===== src/rtl/otf_pkg.sv =====
// Shared definitions for the on-the-fly signed-digit converter.
//   state_t    : converter FSM states
//   D_POS/D_NEG/D_ZERO : {dp,dn} encodings of +1, -1 and 0 (11 also decodes to 0)
//   N_DEFAULT  : default number of signed digits per operand
package otf_pkg;

  typedef enum logic [1:0] {
    S_IDLE = 2'd0,
    S_RUN  = 2'd1,
    S_DONE = 2'd2
  } state_t;

  localparam logic [1:0] D_POS  = 2'b10;
  localparam logic [1:0] D_NEG  = 2'b01;
  localparam logic [1:0] D_ZERO = 2'b00;

  localparam int N_DEFAULT = 16;

endpackage


===== src/rtl/otf_digit_step.sv =====
// One step of the on-the-fly conversion recurrence (purely combinational).
// Ports:
//   i_q, i_qm  : current Q and QM = Q - 1 (W bits, two's complement)
//   i_dp, i_dn : signed digit rails, d = dp - dn
//   o_q, o_qm  : Q and QM after appending digit d
module otf_digit_step
  import otf_pkg::*;
#(
  parameter int W = 17
) (
  input  logic [W-1:0] i_q,
  input  logic [W-1:0] i_qm,
  input  logic         i_dp,
  input  logic         i_dn,
  output logic [W-1:0] o_q,
  output logic [W-1:0] o_qm
);

  localparam logic [W-1:0] ONE = {{(W-1){1'b0}}, 1'b1};

  logic [W-1:0] w_q2;
  logic [W-1:0] w_qm2;

  assign w_q2  = i_q << 1;
  assign w_qm2 = i_qm << 1;

  always_comb begin
    o_q  = w_q2;
    o_qm = w_qm2 | ONE;
    case ({i_dp, i_dn})
      D_POS: begin
        o_q  = w_q2 | ONE;
        o_qm = w_q2;
      end
      D_NEG: begin
        o_q  = w_qm2 | ONE;
        o_qm = w_qm2;
      end
      default: begin
        // D_ZERO and the redundant 11 encoding
        o_q  = w_q2;
        o_qm = w_qm2 | ONE;
      end
    endcase
  end

endmodule


===== src/rtl/otf_converter.sv =====
// On-the-fly converter: MSD-first signed-digit stream -> two's-complement word.
// Ports:
//   clk, rst (async, active-high)
//   start      : pulse, (re)starts a conversion from any state
//   in_valid   : dp/dn carry a digit this cycle
//   dp, dn     : signed digit rails, d = dp - dn
//   in_ready   : digit accepted this cycle if in_valid (RUN only)
//   busy       : conversion in progress (RUN only)
//   res_valid  : one-cycle pulse, q holds a new result
//   q          : N+1 bit two's-complement result
//   zero       : result == 0 flag
// Build option: define OTF_ZERO_DETECT_EN to register the zero flag with q;
// otherwise zero is tied low.
module otf_converter
  import otf_pkg::*;
#(
  parameter int N = N_DEFAULT
) (
  input  logic       clk,
  input  logic       rst,
  input  logic       start,
  input  logic       in_valid,
  input  logic       dp,
  input  logic       dn,
  output logic       in_ready,
  output logic       busy,
  output logic       res_valid,
  output logic [N:0] q,
  output logic       zero
);

  localparam int CW = $clog2(N + 1);

  state_t        r_state;
  state_t        w_state_next;
  logic [N:0]    r_q_acc;
  logic [N:0]    r_qm_acc;
  logic [CW-1:0] r_cnt;
  logic [N:0]    r_q;
  logic          r_res_valid;
  logic [N:0]    w_q_next;
  logic [N:0]    w_qm_next;
  logic          w_accept;
  logic          w_last;

  assign w_last = (r_cnt == CW'(N - 1));

  otf_digit_step #(.W(N + 1)) u_step (
    .i_q  (r_q_acc),
    .i_qm (r_qm_acc),
    .i_dp (dp),
    .i_dn (dn),
    .o_q  (w_q_next),
    .o_qm (w_qm_next)
  );

  always_ff @(posedge clk or posedge rst) begin
    if (rst) r_state <= S_IDLE;
    else     r_state <= w_state_next;
  end

  always_comb begin
    w_state_next = r_state;
    in_ready     = 1'b0;
    busy         = 1'b0;
    w_accept     = 1'b0;
    case (r_state)
      S_IDLE: w_state_next = S_IDLE;
      S_RUN: begin
        in_ready = 1'b1;
        busy     = 1'b1;
        // a digit presented together with start belongs to no conversion
        w_accept = in_valid & ~start;
        if (w_accept && w_last) w_state_next = S_DONE;
      end
      S_DONE:  w_state_next = S_IDLE;
      default: w_state_next = S_IDLE;
    endcase
    if (start) w_state_next = S_RUN;
  end

  always_ff @(posedge clk or posedge rst) begin
    if (rst) begin
      r_q_acc     <= '0;
      r_qm_acc    <= '1;
      r_cnt       <= '0;
      r_q         <= '0;
      r_res_valid <= 1'b0;
    end else begin
      r_res_valid <= 1'b0;
      if (start) begin
        r_q_acc  <= '0;
        r_qm_acc <= '1;
        r_cnt    <= '0;
      end else if (w_accept) begin
        r_q_acc  <= w_q_next;
        r_qm_acc <= w_qm_next;
        r_cnt    <= r_cnt + CW'(1);
        if (w_last) begin
          r_q         <= w_q_next;
          r_res_valid <= 1'b1;
        end
      end
    end
  end

  assign q         = r_q;
  assign res_valid = r_res_valid;

`ifdef OTF_ZERO_DETECT_EN
  logic r_zero;
  always_ff @(posedge clk or posedge rst) begin
    if (rst)                                r_zero <= 1'b0;
    else if (w_accept && w_last && !start)  r_zero <= (w_q_next == '0);
  end
  assign zero = r_zero;
`else
  assign zero = 1'b0;
`endif

endmodule

===== config.mk =====
export PLATFORM = sky130hd
export DESIGN_NAME = otf_converter
export DESIGN_NICKNAME = d
export VERILOG_FILES = /design/src/rtl/otf_pkg.sv /design/src/rtl/otf_digit_step.sv /design/src/rtl/otf_converter.sv
export SDC_FILE = /design/constraint.sdc
export NUM_CORES = 1
export LEC_CHECK = 0
export CAP_MARGIN = 25
export CORE_MARGIN = 2
export CORE_UTILIZATION = 59
export DETAILED_ROUTE_END_ITERATION = 10
export PLACE_DENSITY = 0.91
export SYNTH_ARGS = -nofsm -noshare
export SYNTH_HDL_FRONTEND = slang
export SYNTH_SLANG_ARGS = --single-unit

===== constraint.sdc =====
create_clock -name clk -period 2.67 [get_ports clk]
set_input_delay 0.534 -clock clk [delete_from_list [all_inputs] [get_ports clk]]
set_output_delay 0.534 -clock clk [all_outputs]
set_load 0.05 [all_outputs]

==> results of run 1 <==
power groups by stage:
stage / clock network, mW / registers, mW / logic [mW]
2_1_floorplan: 0 / 0.949 / 0.157
3_3_place_gp: 0 / 0.956 / 0.191
3_5_place_dp: 0 / 0.959 / 0.199
4_1_cts: 0.776 / 0.945 / 0.200
5_1_grt: 0.813 / 0.951 / 0.221
6_report: 0.762 / 0.947 / 0.199
cell usage after synthesis (all sizes together), types with 2 or more instances:
cell type	number	area share
ha	4	0.019
a21oi	2	0.0038
mux2i	7	0.026
inv	10	0.014
dfstp	16	0.16
a21o	13	0.037
a22oi	19	0.053
nand2	4	0.0056
or2	2	0.0047
nand3b	4	0.011
nor2b	2	0.0075
clkbuf	6	0.0098
a2bb2oi	15	0.049
a22o	12	0.039
nor3b	13	0.038
dfrtp	41	0.38
mux2	12	0.058
buf	15	0.040
o21ai	5	0.0094
cells by family after synthesis:
logic type | synth area share
other | 0.001405
DFF | 0.5420
buffers and inverters | 0.06423
AOI/OAI and AO/OA | 0.2002
and+or+nand+nor | 0.08955
adders and majority gates | 0.01875
muxes | 0.08392
worst paths after layout:
kind	startpoint	endpoint
max in group asynchronous	rst	r_qm_acc[5]$_DFFE_PP1P_
setup reg to reg	r_cnt[0]$_DFFE_PP0P_	q[16]$_DFFE_PP0P_
setup / recovery	dp	q[15]$_DFFE_PP0P_
min in group asynchronous	rst	q[1]$_DFFE_PP0P_
hold reg to reg	r_cnt[2]$_DFFE_PP0P_	r_cnt[2]$_DFFE_PP0P_
hold / removal	r_cnt[2]$_DFFE_PP0P_	r_cnt[2]$_DFFE_PP0P_
state kept, by name (all words and copies together), names as in the netlist:
signal     count
r_cnt          5
r_q_acc       16
q             17
r_state        2
res_valid      1
r_qm_acc      16
per-stage QoR:
step / setup slack (ps) / instance area, um2 / total power, mW / hold WS, ps / setup TNS, ps
6_report: 301.4 / 3166 / 1.908 / 504.5 / 0
3_3_place_gp: -61.01 / 2965 / 1.148 / 484.5 / -800.7
5_1_grt: 236.2 / 3166 / 1.985 / 528.2 / 0
4_1_cts: 183.1 / 3158 / 1.922 / 506.3 / 0
3_5_place_dp: -156.4 / 2965 / 1.157 / 496.3 / -3300
2_1_floorplan: 728.4 / 2669 / 1.106 / 460.7 / 0
layer usage:
layer | track usage | vias to the layer above | routed length, um
li1 | - | 837 | -
met1 | 0.3047 | 892 | 2253
met2 | 0.3570 | 58 | 2555
met3 | 0.07595 | 8 | 324
met4 | 0.1090 | 0 | 88
met5 | 0 | - | 0
area by class of cell:
type | instances | area, um2 | share of cell area
clock inverter | 2 | 10.01 | 0.003162
sequential | 57 | 1446 | 0.4569
clock buffer | 14 | 182.7 | 0.05771
timing repair buffer | 36 | 357.8 | 0.1130
inverter | 10 | 37.54 | 0.01186
tap | 52 | 65.06 | 0.02055
multi-input combinational | 126 | 1066 | 0.3368
==> flow_results.org, run 1 <==
** Status
- The run finished with clean final reports.

** Logic synthesis
- The share of the Yosys chip area taken by registers is 0.5420.
- After technology mapping, the gate count stands at 214.
- The mapped netlist covers 2669 um2.
- Net Count, Synth :: 224
- Post-synth EDFFs :: 0
- After synthesis the netlist holds a flip-flop and latch count of 57.
- Yosys printed 0 warnings.
- The netlist uses 39 different library cells.
- For this run, asynchronously set or reset flops after synthesis account for 1.000.
- The average instance in the mapped netlist occupies 12.47 um2.
- Top flip-flop cell by instance count after synthesis :: dfrtp_1

** Setup path
- Setup Crit Path Kind :: in -> reg
- On the worst path, the slowest cell contributes a delay of 500 ps.
- Kind of start point of the critical path :: input port
- At the worst endpoint, the required time is 2900 ps.
- Logic depth of the worst register-to-register path :: 7
- Crit path cell chain :: clkdlybuf4s50_1, inv_1, ha_1, buf_4, or2_1, a22o_1, mux2_2
- Data on the critical path arrives at its endpoint at 2590 ps.
- The worst register-to-register path has a setup slack of 720 ps.
- Crit. path cell count :: 7
- Crit end category :: flop
- Along the worst path, the maximum fanout reaches 16.
- The cell family contributing the most delay on the critical path is buffers and inverters.
- Counting both buffers and inverters, the worst setup path holds a total of 3.
- Among all stages on the critical path, the largest delay is contributed by clkdlybuf4s50_1.

** Die
- 27 I/O pins were placed.
- Measured along the y axis, the die boundary spans 71.26 um.
- The region available for standard cell placement spans 4354 um2.
- The die is 71.26 um wide.
- The floorplan step defined a die boundary enclosing 5077 um2.
- Site row count :: 24
- Initial Utilization :: 0.6129

** Clocking
- For this design, the sink count on the clock tree is 57.
- In this run the deepest clock path goes through 2 buffers.
- The number of hold buffers added after CTS was 0.
- H-tree level count :: 3
- Clock-pin transition on the worst setup and hold timing paths :: 60 ps
- Insertion delay to the later sink of the worst-skew pair :: 340 ps
- After clock tree synthesis, the setup repair step added 0 buffers.
- The tree is rooted in a clkbuf_8.
- TritonCTS clock tree :: done
- Once the clock tree was built, the resizer swapped 0 gates to a different size.
- The number of clock buffers added by TritonCTS is 9.

** Placement
- Number of placed cells counting well taps :: 280
- The HPWL after detailed placement is 3306 um.
- During placement, the flow inserted port buffers numbering 25.
- The congestion estimate from routability-driven global placement came to 0.7843.

** Layout
- Post-route non-filler standard cell count :: 297
- Most frequent cells in the layout :: dfrtp_1 (41), clkdlybuf4s50_1 (25), a22oi_1 (19)
- In the final design database the tool counted 250 nets.
- Relative to the synthesized area, the layout overhead comes to 18.61%.
- Of the cells placed in the final design, the portion with a size suffix greater than 1 is 0.2408.
- After filler insertion, the fill cell instance count of the layout stands at 287.
- Diodes inserted :: 0
- Fraction of the core area covered by cells at the end of the flow :: 0.7270
- Leaving out fill and tap cells, the most frequent cell in the layout is dfrtp_1.

** Global routing
- In the global route stage, overall resource usage came out at 0.2335.
- The via count of the first global-routing pass is 1814.
- Antenna violations before repair :: 0
- Summed over all layers, the global routing overflow is 0.
- Largest net degree at the start of global routing :: 58
- Global-route wire length before repair :: 8928 um

** Pwr
- Of the total power, combinational logic draws 0.104.
- Of the total power, the share spent switching nets is 0.2441.
- The analysis attributes to cell leakage a power of 1.508 nW.
- VDD sags by at most 431.7 uV.
- Cell internal pwr :: 1.443 mW
- Summed over all nets, the switching power comes to 0.4659 mW.
- Of the total power, registers draw 0.496.
- The share of total power dissipated in the clock network is 0.400.
- Power spread over the standard cell area amounts to 602.9 nW/um2.

** Timing
- Minimum period implied by the final worst setup slack :: 2369 ps
- Setup repair after global routing left no endpoint under its margin.
- The max-slew violation count came to 0.
- Final period utilization :: 0.8871
- Slew @ Worst Pin :: 616.8 ps
- Maximum operating frequency :: 0.4222 GHz
- The hold violation count in the final report was 0.
- Setup violations remaining at the end of the flow were counted as 0.
- On the final layout, the worst clock skew is 3.732 ps.
- Worst slew margin relative to its limit :: 0.5888

** Drt
- Detailed-route wire length per cell :: 17.58 um
- Via density :: 6.044
- Vias post-DR :: 1795
- Once detail routing completed, the nets flagged for antenna violations numbered 0.
- Total iterations of the first detailed-routing run :: 4
- In this run, the number of DRC markers left after iteration 0 of detailed routing was 134.
- After detailed routing, the total wire length is 5222 um.
- For this run, design rule violations remaining after detail routing come to 0.

** Run
- The tool flagged a number of max-cap violations equal to 0.

** Min path
- Type of the tightest min-delay check :: reg -> reg
- Cell depth of the worst hold path :: 1
Note: power is estimated with default switching activity, not from simulation.
==> run 2, diff against run 1 <==
--- a/config.mk
+++ b/config.mk
@@ -7,9 +7,9 @@
 export LEC_CHECK = 0
 export CAP_MARGIN = 25
 export CORE_MARGIN = 2
-export CORE_UTILIZATION = 59
+export CORE_UTILIZATION = 40
 export DETAILED_ROUTE_END_ITERATION = 10
-export PLACE_DENSITY = 0.91
+export PLACE_DENSITY = 0.68
 export SYNTH_ARGS = -nofsm -noshare
 export SYNTH_HDL_FRONTEND = slang
 export SYNTH_SLANG_ARGS = --single-unit
==> flow_results.org, run 2 (synthesized netlist as in run 1, its figures left out) <==
** Timing
- Setup violations remaining at the end of the flow were counted as 0.
- Final Hold Slack :: 489.8 ps
- Clock skew on the completed layout was measured at 7.773 ps.
- The hold violation count in the final report is 0.
- In the final timing run, aggregate negative setup slack is 0 ps.
- Worst slew margin relative to its limit :: 0.6646
- Max-slew violations :: 0
- The worst path needs 2333 ps of the cycle, external delays included.
- Setup repair after global routing missed its margin :: false
- Slew @ Worst Pin :: 501.5 ps
- In the finished design, the share of the clock period the worst path needs comes to 0.8736.
- Timing would allow up to 0.4287 GHz.

** Die
- Initial Utilization :: 0.4179
- Area of the die :: 7341 um2
- Vertical extent of the die :: 85.68 um
- Site row count :: 29
- I/O pin cnt :: 27
- Die boundary width :: 85.68 um
- The floorplan step defined a core boundary enclosing 6386 um2.

** Pwr
- Design Power :: 1.921 mW
- Leakage Power :: 1.506 nW
- VDD sags by at most 299.9 uV.
- In this run the power density over the cells is 598.1 nW/um2.

** Setup path
- Worst-case register-to-register setup slack :: 680 ps
- Beginning of the critical path :: r_state[1]$_DFFE_PP0P_
- Crit path cell chain :: nor2b_4, clkdlybuf4s50_1
- The worst setup path is captured at a primary output.
- STA classifies the critical path startpoint as a flop.
- The largest individual stage delay along the critical path comes from the cell clkdlybuf4s50_1.
- CP Data Required Time :: 2140 ps
- Together, buffers and inverters on the worst path number 1.
- The critical path in this run is classified as reg -> out.
- Startpoint of the worst register-to-register path :: r_cnt[0]$_DFFE_PP0P_
- Logic depth of the worst register-to-register path :: 7
- Worst endpoint data arrival time :: 1800 ps
- Critical path's largest stage delay :: 830 ps
- The kind of cell with the highest combined delay along the critical path is buffers and inverters.
- The endpoint identified for the worst register-to-register timing path is q[7]$_DFFE_PP0P_.
- In this run the worst path has a maximum fanout of 6.

** Clocking
- TritonCTS buffer count :: 9
- The later pin in the worst-skew pair is clocked with a latency of 330 ps.
- Clock-pin transition on the worst setup and hold timing paths :: 60 ps
- H-tree level count :: 3
- TritonCTS clock tree :: done
- The longest clock path from root to sink contains 2 buffers.
- After clock tree synthesis, the setup repair step added 0 buffers.
- In this run, post-CTS hold repair placed 0 buffers.
- The tree built by TritonCTS fans out to 57 sinks.
- The number of gates resized after CTS was 0.
- Clock tree root driver cell :: clkbuf_8

** Global routing
- Global routing usage on met1 :: 0.2262
- Antenna violations before repair :: 0
- The first global-routing pass estimated 8756 um of wire.
- Entering global routing, the biggest net connects 42 pins.
- The via count of the first global-routing pass came to 1744.
- Met3 capacity usage during global routing :: 0.03176
- Global routing met2 resource utilization :: 0.2173
- After global routing, the most crowded layer is met1.
- Grt total ovfl :: 0
- In the global route stage, overall resource usage came out at 0.1554.

** Min path
- Terminating pin of the worst hold path :: r_cnt[2]$_DFFE_PP0P_
- Along the worst hold path, the cell count comes to 1.
- The startpoint identified for the worst hold timing path is r_cnt[2]$_DFFE_PP0P_.
- Type of the tightest min-delay check :: reg -> reg

** Layout
- Of the cells placed in the final design, the portion with a size suffix greater than 1 is 0.2398.
- Post-route non-filler standard cell count :: 323
- The net count of the finished layout is 251.
- The number of antenna diodes in the final layout is 0.
- Leaving out fill and tap cells, the most frequent cell in the layout is dfrtp_1.
- Compared with the post-synthesis result, the final layout area differs by 20.35%.
- Max FFs per register :: 17
- Fraction of the core area covered by cells at the end of the flow :: 0.5029
- In the layout the commonest cells are dfrtp_1 (41), clkdlybuf4s50_1 (25), a22oi_1 (19).

** Placement
- Number of placed cells counting well taps :: 307
- Number of buffers inserted by port buffering :: 25
- The congestion estimate from routability-driven global placement came to 0.7397.
- The wire-length estimate of the detail-placed layout is 3264 um.

** Drt
- After detailed routing, the number of remaining DRC violations is 0.
- Total iterations of the first detailed-routing run :: 4
- Count of routing violations after the opening detailed-route iteration :: 132
- Vias post-DR :: 1773
- The count of nets left with antenna violations once routing finished came out at 0.
- After detailed routing, the number of vias per cell comes to 5.489.
- Total Routed Length :: 5229 um
- In the final routed layout, each cell accounts on average for 16.19 um.

** Status
- Result of the run :: finished, final reports clean

** Run
- Maximum capacitance violations :: 0
## run 2: cell count changes in the layout (fill, tap and decap cells not counted), sizes merged
cell | before | now
clkinv | 2 | 0
buf | 11 | 12
clkbuf | 14 | 15
clkinvlp | 0 | 1
## run 2: cell type report
class | instances | area (um2)
flip-flops and latches | 57 | 1446
inverters | 10 | 37.54
fillers | 559 | 3174
clock inverters | 1 | 7.507
repair buffers | 37 | 365.4
multi-input cells | 126 | 1072
clock buffers | 15 | 186.4
well taps | 77 | 96.34
## run 2: report_power, final
| group | internal, mW | leakage, nW | switching (mW) | total, mW |
|---|---|---|---|---|
| combinational | 0.0951 | 0.706 | 0.109 | 0.204 |
| clock | 0.439 | 0.0960 | 0.334 | 0.774 |
| sequential | 0.915 | 0.705 | 0.0285 | 0.944 |
| total | 1.45 | 1.51 | 0.471 | 1.92 |
## run 2: how the worst max path moves through the flow
stage | to | slack, ps | cells after the start
floorplan | q[1]$_DFFE_PP0P_ | 730 | 7
global placement | q[4]$_DFFE_PP0P_ | 220 | 7
detailed placement | q[4]$_DFFE_PP0P_ | 140 | 7
CTS | in_ready | 330 | 2
global route | busy | 290 | 2
finish | in_ready | 340 | 2
## run 2: layer usage
| layer | vias to the layer above | part of all wire |
|---|---|---|
| met1 | 881 | 0.52 |
| met5 | - | 0 |
| met4 | 0 | 0.021 |
| met2 | 44 | 0.42 |
| met3 | 9 | 0.036 |
| li1 | 839 | - |
## run 2: through the flow
stage / setup WS, ps / instance area (um2)
after floorplan: 728.4 / 2669
after global placement: 220.2 / 3018
after detailed placement: 140.5 / 3018
after CTS: 325.7 / 3212
after global routing: 290.1 / 3212
final: 337.4 / 3212
==> run 3, diff against run 2 <==
--- a/config.mk
+++ b/config.mk
@@ -5,7 +5,7 @@
 export SDC_FILE = /design/constraint.sdc
 export NUM_CORES = 1
 export LEC_CHECK = 0
-export CAP_MARGIN = 25
+export CAP_MARGIN = 10
 export CORE_MARGIN = 2
 export CORE_UTILIZATION = 40
 export DETAILED_ROUTE_END_ITERATION = 10
==> results of run 3 <==
Same layout as run 2: the final DEF is identical, and so are final timing and power.
